`src/rtl/wb_pkg.sv`:
```
// Shared constants and types for the writeback stage and its load formatter.
package wb_pkg;
  localparam int XLEN_DEF = 32;
  localparam int CNT_W    = 8;

  localparam logic [2:0] LB  = 3'b000;
  localparam logic [2:0] LH  = 3'b001;
  localparam logic [2:0] LW  = 3'b010;
  localparam logic [2:0] LBU = 3'b100;
  localparam logic [2:0] LHU = 3'b101;

  typedef enum logic {IDLE = 1'b0, WAIT_MEM = 1'b1} wb_state_e;

  // Controls captured when a load has to wait for memory
  typedef struct packed {
    logic [2:0] funct3;
    logic [1:0] addr_lo;
    logic       reg_write;
    logic [4:0] reg_dest;
    logic       pc_src;
  } wb_ctrl_t;
endpackage

```
`src/rtl/load_align.sv`:
```
// Combinational load formatter: byte/half/word select with sign/zero extension.
module load_align import wb_pkg::*; #(
  parameter int XLEN = XLEN_DEF
) (
  input  logic [XLEN-1:0] raw,
  input  logic [2:0]      funct3,
  input  logic [1:0]      addr,
  output logic [XLEN-1:0] data,
  output logic            err
);
  logic [7:0]  byte_sel;
  logic [15:0] half_sel;

  always_comb begin
    byte_sel = raw[7:0];
    case (addr)
      2'd1:    byte_sel = raw[15:8];
      2'd2:    byte_sel = raw[23:16];
      2'd3:    byte_sel = raw[31:24];
      default: byte_sel = raw[7:0];
    endcase
    half_sel = addr[1] ? raw[31:16] : raw[15:0];
    data = '0;
    err  = 1'b0;
    case (funct3)
      LB:  data = {{(XLEN-8){byte_sel[7]}}, byte_sel};
      LBU: data = {{(XLEN-8){1'b0}}, byte_sel};
      LH:  begin err = addr[0]; data = {{(XLEN-16){half_sel[15]}}, half_sel}; end
      LHU: begin err = addr[0]; data = {{(XLEN-16){1'b0}}, half_sel}; end
      LW:  begin err = (addr != 2'b00); data = raw; end
      default: err = 1'b1;
    endcase
    // Faulting loads must not leak partial data into the register file
    if (err) data = '0;
  end
endmodule

```
`src/rtl/writeback_stage.sv`:
```
// Final pipeline stage: load formatting, write-back select, memory-wait stall with timeout.
// Optional WB_RETIRE_CNT_EN adds a 64-bit retired instruction counter.
module writeback_stage import wb_pkg::*; #(
  parameter int XLEN        = XLEN_DEF,
  parameter int MEM_TIMEOUT = 15
) (
  input  logic            clk,
  input  logic            rst,
  input  logic            in_valid,
  input  logic [XLEN-1:0] in_alu_result,
  input  logic [XLEN-1:0] in_pc_plus4,
  input  logic [XLEN-1:0] in_mem_data,
  input  logic            in_mem_done,
  input  logic [2:0]      in_funct3,
  input  logic            in_MemToReg,
  input  logic            in_RegWrite,
  input  logic [4:0]      in_RegDest,
  input  logic            in_RegDataSrc,
  input  logic            in_PCSrc,
  output logic            stall,
  output logic            rf_write_enable,
  output logic [4:0]      rf_write_addr,
  output logic [XLEN-1:0] rf_write_data,
  output logic            wb_valid,
  output logic            out_PCSrc,
  output logic            load_err,
  output logic            mem_timeout
`ifdef WB_RETIRE_CNT_EN
  ,
  output logic [63:0]     retired_count
`endif
);
  wb_state_e  state_q, state_d;
  logic [CNT_W-1:0] cnt_q, cnt_d;
  wb_ctrl_t   lat_q;
  logic       latch_en, commit, use_lat, tmo;

  // Effective controls: live inputs in IDLE, latched copies in WAIT_MEM
  logic [2:0]      c_f3;
  logic [1:0]      c_addr;
  logic            c_m2r, c_rw, c_pcsrc, c_err;
  logic [4:0]      c_rd;
  logic [XLEN-1:0] ld_data, sel_data;
  logic            ld_err;

  assign stall = rst & ((state_q == WAIT_MEM) ||
                        (state_q == IDLE && in_valid && in_MemToReg && !in_mem_done));

  always_comb begin
    state_d  = state_q;
    cnt_d    = cnt_q;
    latch_en = 1'b0;
    commit   = 1'b0;
    use_lat  = 1'b0;
    tmo      = 1'b0;
    case (state_q)
      IDLE: if (in_valid) begin
        if (in_MemToReg && !in_mem_done) begin
          state_d  = WAIT_MEM;
          cnt_d    = '0;
          latch_en = 1'b1;
        end else begin
          commit = 1'b1;
        end
      end
      WAIT_MEM: begin
        use_lat = 1'b1;
        cnt_d   = cnt_q + 1'b1;
        if (in_mem_done) begin
          commit  = 1'b1;
          state_d = IDLE;
        end else if (cnt_q == CNT_W'(MEM_TIMEOUT - 1)) begin
          tmo     = 1'b1;
          state_d = IDLE;
        end
      end
      default: state_d = IDLE;
    endcase
  end

  assign c_f3    = use_lat ? lat_q.funct3    : in_funct3;
  assign c_addr  = use_lat ? lat_q.addr_lo   : in_alu_result[1:0];
  assign c_m2r   = use_lat | in_MemToReg;
  assign c_rw    = use_lat ? lat_q.reg_write : in_RegWrite;
  assign c_rd    = use_lat ? lat_q.reg_dest  : in_RegDest;
  assign c_pcsrc = use_lat ? lat_q.pc_src    : in_PCSrc;

  load_align #(.XLEN(XLEN)) u_align (
    .raw    (in_mem_data),
    .funct3 (c_f3),
    .addr   (c_addr),
    .data   (ld_data),
    .err    (ld_err)
  );

  assign c_err    = c_m2r & ld_err;
  assign sel_data = c_m2r ? ld_data : (in_RegDataSrc ? in_pc_plus4 : in_alu_result);

  always_ff @(posedge clk or negedge rst) begin
    if (!rst) begin
      state_q <= IDLE;
      cnt_q   <= '0;
      lat_q   <= '0;
    end else begin
      state_q <= state_d;
      cnt_q   <= cnt_d;
      if (latch_en)
        lat_q <= '{funct3: in_funct3, addr_lo: in_alu_result[1:0], reg_write: in_RegWrite,
                   reg_dest: in_RegDest, pc_src: in_PCSrc};
    end
  end

  always_ff @(posedge clk or negedge rst) begin
    if (!rst) begin
      rf_write_enable <= 1'b0;
      rf_write_addr   <= '0;
      rf_write_data   <= '0;
      wb_valid        <= 1'b0;
      out_PCSrc       <= 1'b0;
      load_err        <= 1'b0;
      mem_timeout     <= 1'b0;
    end else begin
      rf_write_enable <= commit & c_rw & (c_rd != 5'd0) & ~c_err;
      wb_valid        <= commit;
      load_err        <= commit & c_err;
      mem_timeout     <= tmo;
      if (commit) begin
        rf_write_addr <= c_rd;
        rf_write_data <= sel_data;
        out_PCSrc     <= c_pcsrc;
      end
    end
  end

`ifdef WB_RETIRE_CNT_EN
  always_ff @(posedge clk or negedge rst) begin
    if (!rst)        retired_count <= '0;
    else if (commit) retired_count <= retired_count + 64'd1;
  end
`endif
endmodule

```
`config.mk`:
```
export PLATFORM = sky130hd
export DESIGN_NAME = writeback_stage
export DESIGN_NICKNAME = d
export VERILOG_FILES = /design/src/rtl/wb_pkg.sv /design/src/rtl/load_align.sv /design/src/rtl/writeback_stage.sv
export SDC_FILE = /design/constraint.sdc
export NUM_CORES = 1
export LEC_CHECK = 0
export ABC_AREA = 1
export BUFFER_PORTS_ARGS = -buffer_cell sky130_fd_sc_hd__buf_2
export CAP_MARGIN = 40
export CORE_AREA = 4 4 71 123
export CTS_BUF_LIST = sky130_fd_sc_hd__clkbuf_8
export DETAILED_ROUTE_END_ITERATION = 16
export DIE_AREA = 0 0 75 127
export GPL_TIMING_DRIVEN = 0
export PLACE_DENSITY = 0.85
export SLEW_MARGIN = 20
export SYNTH_ARGS = -nofsm -noshare
export SYNTH_HDL_FRONTEND = slang
export SYNTH_SLANG_ARGS = --single-unit
```
`constraint.sdc`:
```
create_clock -name clk -period 2.71 [get_ports clk]
set_input_delay 0.542 -clock clk [delete_from_list [all_inputs] [get_ports clk]]
set_output_delay 0.542 -clock clk [all_outputs]
set_load 0.02 [all_outputs]
```
* Word level (Yosys, flattened, before mapping)
Cells that the tools add are included.
Cells by class: add/sub/neg operators 1, equal/unequal tests 10, muxes and demuxes 29, bitwise logic cells 9, reduce and logical (&&, ||, !) cells 12
Operator list (number):
- $pmux W32 S5 | 1
- $mux W32 | 3
- $pmux W8 S3 | 1
- $mux W16 | 1
- $mux W8 | 2
- $pmux W8 S2 | 1
- $mux W1 | 14
- $add A8 B1 Y8 const B | 1
- $eq A8 B4 Y1 const B | 1
- $and A1 B1 Y1 | 6
- $eq A3 B3 Y1 const B | 2
- $mux W5 | 1
- $reduce_bool A5 Y1 | 1
- $eq A2 B2 Y1 const B | 2
- $logic_and A1 B1 Y1 | 4
- $pmux W1 S2 | 2
- $reduce_or A2 Y1 | 2
- $eq A3 B1 Y1 const B | 1
- $eq A3 B2 Y1 const B | 1
- $logic_not A3 Y1 | 1
- $mux W3 | 1
- $pmux W1 S3 | 1
- $eq A2 B1 Y1 const B | 1
- $mux W2 | 1
- other kinds (8) | 9
Word-level totals: flip-flop bits (word level) 63, output and inout bits 43

* Longest topological paths before layout
depth in word-level cells 8, depth in mapped cells 13, depth with buffers taken out 11

* Modules after synthesis
A second synthesis with hierarchy kept.
Second synthesis, totals: cell total of the unflattened synthesis 745, area, all modules 4524.3 um2
Modules (own cells, without submodules):
- writeback_stage | instances 1, cells an instance 528, area each 3569.7 um2, sequential area each 1576.5 um2
- load_align | instances 1, cells an instance 217, area each 954.7 um2, sequential area each 0.0 um2

* Least setup slack after synthesis
No wires, ideal clock.
path kind input to output, from input port in_MemToReg, to output port stall, arrival time 1376 ps, data required time 2168 ps, path slack 792 ps, stages 7, path through inv_1 -> nor2_1 -> nand3_1 -> clkbuf_1 -> inv_1 -> nor2_1 -> nor2_1
Between the ends: cells in the longest elaborated chain, start to end 4
RTL lines:
- start: declaration | RTL line writeback_stage.sv:15 | input logic in_MemToReg,
- $logic_and A1 B1 Y1 (2 in series) | RTL line writeback_stage.sv:47 | (state_q == IDLE && in_valid && in_MemToReg && !in_mem_done));
- $logic_or A1 B1 Y1 | RTL line writeback_stage.sv:46 | assign stall = rst & ((state_q == WAIT_MEM) ||
- $and A1 B1 Y1 | RTL line writeback_stage.sv:46
- end: declaration | RTL line writeback_stage.sv:20 | output logic stall,
Every way passes these cells.

* Final worst setup path
from register state_q, to output port stall
Between the ends: cells in the longest elaborated chain, start to end 6
RTL lines:
- start: declaration | RTL line writeback_stage.sv:33 | wb_state_e state_q, state_d;
- start signal: assignment | RTL line writeback_stage.sv:105 | state_q <= state_d;
- $not A1 Y1
- $logic_and A1 B1 Y1 (3 in series) | RTL line writeback_stage.sv:47
- $logic_or A1 B1 Y1 * | RTL line writeback_stage.sv:46
- $and A1 B1 Y1 * | RTL line writeback_stage.sv:46
Every way passes the cells marked *; elsewhere a longest branch is shown, timed or not.

==> metrics <==
outcome finished, final reports clean; most frequent CP cell nor2_1; Die Y 127 um; Slew HR 0.6787; Post-route DRC 0; TritonCTS Buffers 9; CTS root buffer clkbuf_8; GRT Total Usage 0.2907; CP arrival 2000 ps; worst r2r path cells 8; grt ovf 0; FP Rows 43; die width 75 um; Core Box Area 7801 um2; met1 Use GR 0.3080; met3 GRT Util 0.05748; post-synthesis cell type count 33; Post-DRT Antenna Nets 0; CTS tree yes; # Max-Cap Violations 0; YS warnings 0; DP Worst Slack 362.7 ps; DR WL/cell 14.71 um; clock sinks 63; CTS Buffer Depth 2; First-pass DRT Iterations 6; ant diodes 0; synthesized area per cell 6.481 um2; Synth Cell Area 4258 um2; Routed WL 13470 um; Slew Viols, Final 0; first-pass GRT wire length 21590 um; sequential cell area fraction in the yosys report 0.3703; vias in the first global route 4811; crit path cell chain buf_6 -> inv_2 -> nand3_1 -> inv_1 -> nor2_1 -> nor2_1 -> buf_2; clk_lat worst skew 370 ps; Syn Inst Count 657; Global Route met2 Usage 0.5026; Leak 0.002965 uW; Post-Syn Nets 771; final core occ 0.6893; via count 4835; CP max FO 11; CP max stage cell dfrtp_1; Setup Crit Path Kind reg2out; Worst-Margin Slew 481.9 ps; Clock Skew 9.237 ps; commonest cells after routing, fill and taps aside 224 x nand2_1, 160 x buf_2, 100 x nor2_1, 63 x dfrtp_1, 58 x a21oi_1; grt peak-use layer met2; fin crit period 2539 ps; starting density of the core 0.5458; initial antenna violation count 0; layout cell share with drive strength beyond 1 0.2603; full die area 9525 um2; initial DRC count 218; Required @ worst endpoint 2170 ps; crit share post-route 0.9369; Buffers on Ports 153; GP Congestion 0.9277; clock transition at the registers of the reported paths 70 ps; worst setup margin 171.0 ps; P&R area growth vs syn 26.30%; Max VDD drop 0.4839 mV; filler instances 705; largest net degree at the start of global routing 65; # IOs 155; Largest stage delay, worst path 380 ps; post-layout net count 935; # setup viols final 0; Tot Pwr 3312 uW; H-tree lvl count 3; Setup TNS 0 ps; RSZ-0062 raised after global routing no; Pwr per Cell Area 615.8 nW/um2; final HPWL from detailed placement 10730 um; via/cell ratio 5.278; commonest non-fill, non-tap cell in the layout nand2_1; crit end category output pin; CP Launch Type register; worst hold path class in2async; Seq cells post-synth 63; Final Hold Viols 0; fmax 393.9 MHz
## registers in the layout (all words and copies together), names as in the netlist
signal,cells
load_err,1
rf_write_enable,1
cnt_q,8
state_q,1
rf_write_addr,5
mem_timeout,1
lat_q,12
rf_write_data,32
out_PCSrc,1
wb_valid,1
## critical path, delay by kind of cell, from the launching register on
family | cells | cell delay, ps
buffers and inverters | 4 | 680
AND/OR/NAND/NOR | 3 | 570
flip-flops | 1 | 380
## path summary, 6_finish.rpt
check,from,to,slack (ps)
worst max-delay path,state_q,stall,170
worst min-delay path,rst,rf_write_data[10],50
worst max register to register,state_q,rf_write_data[29],700
worst min register to register,rf_write_addr[4],rf_write_addr[4],490
max in group asynchronous,rst,cnt_q[2],2140
min in group clk,in_PCSrc,lat_q[0],390
## layout make-up
class                      instances  area (um2)  share of cell area
multi-input combinational        506        2291              0.4260
inverter                          52       195.2             0.03630
clock buffer                      10       137.6             0.02559
timing repair buffer             154       788.3              0.1466
tap                               90       112.6             0.02094
buffer                            35       191.4             0.03560
clock inverter                     6       85.08             0.01582
sequential                        63        1577              0.2932
## cell usage after synthesis, drive strengths merged
| cell | instances | area [um2] |
|---|---|---|
| a21oi | 68 | 377.9 |
| a31oi | 3 | 18.77 |
| buf | 15 | 116.4 |
| clkbuf | 21 | 78.83 |
| clkinv | 2 | 7.510 |
| dfrtp | 63 | 1577 |
| ha | 2 | 25.02 |
| inv | 50 | 187.7 |
| nand2 | 228 | 865.8 |
| nand3 | 41 | 222.7 |
| nor2 | 106 | 441.7 |
| nor3 | 2 | 10.01 |
| nor3b | 1 | 7.510 |
| o2111ai | 1 | 8.760 |
| o21ai | 47 | 265.3 |
| o22ai | 1 | 6.260 |
| or2 | 4 | 25.02 |
| or4 | 1 | 7.510 |
| xor2 | 1 | 8.760 |
## logic make-up after synthesis
group                    Yosys count  synth area share
AO/OA/AOI/OAI                    120            0.1590
XOR/XNOR                           1          0.002057
flip-flops                        63            0.3703
adder cells (fa/ha/maj)            2          0.005876
AND/OR/NAND/NOR                  383            0.3711
buffers and inverters             88           0.09169
## power breakdown
| part | internal (uW) | switching, uW |
|---|---|---|
| sequential | 1120 | 115 |
| combinational | 408 | 743 |
| clock | 539 | 385 |
| total | 2070 | 1240 |
## through the flow
step	hold WS, ps	area (um2)	instances
final	46.74	5378	916
after floorplan	246.4	4258	657
after global placement	462.2	5136	900
after detailed placement	464.2	5139	900
after CTS	291.7	5361	916
after global routing	64.97	5378	916
## routing by layer
| layer | part of all wire | vias to the layer above | wire (um) |
|---|---|---|---|
| met4 | 0.056 | 0 | 753 |
| met5 | 0 | - | 0 |
| met1 | 0.36 | 2202 | 4876 |
| met2 | 0.51 | 184 | 6918 |
| met3 | 0.069 | 47 | 925 |
| li1 | - | 2402 | - |
## repair_timing
action / in CTS / in global routing
buffers inserted: 0 / 0
resized for setup: 0 / 0
endpoints found under the setup margin: 0 / 1
hold buffers: 0 / 0
endpoints found under the hold margin: 0 / 0
No activity file was read; power rests on OpenSTA's default activity.
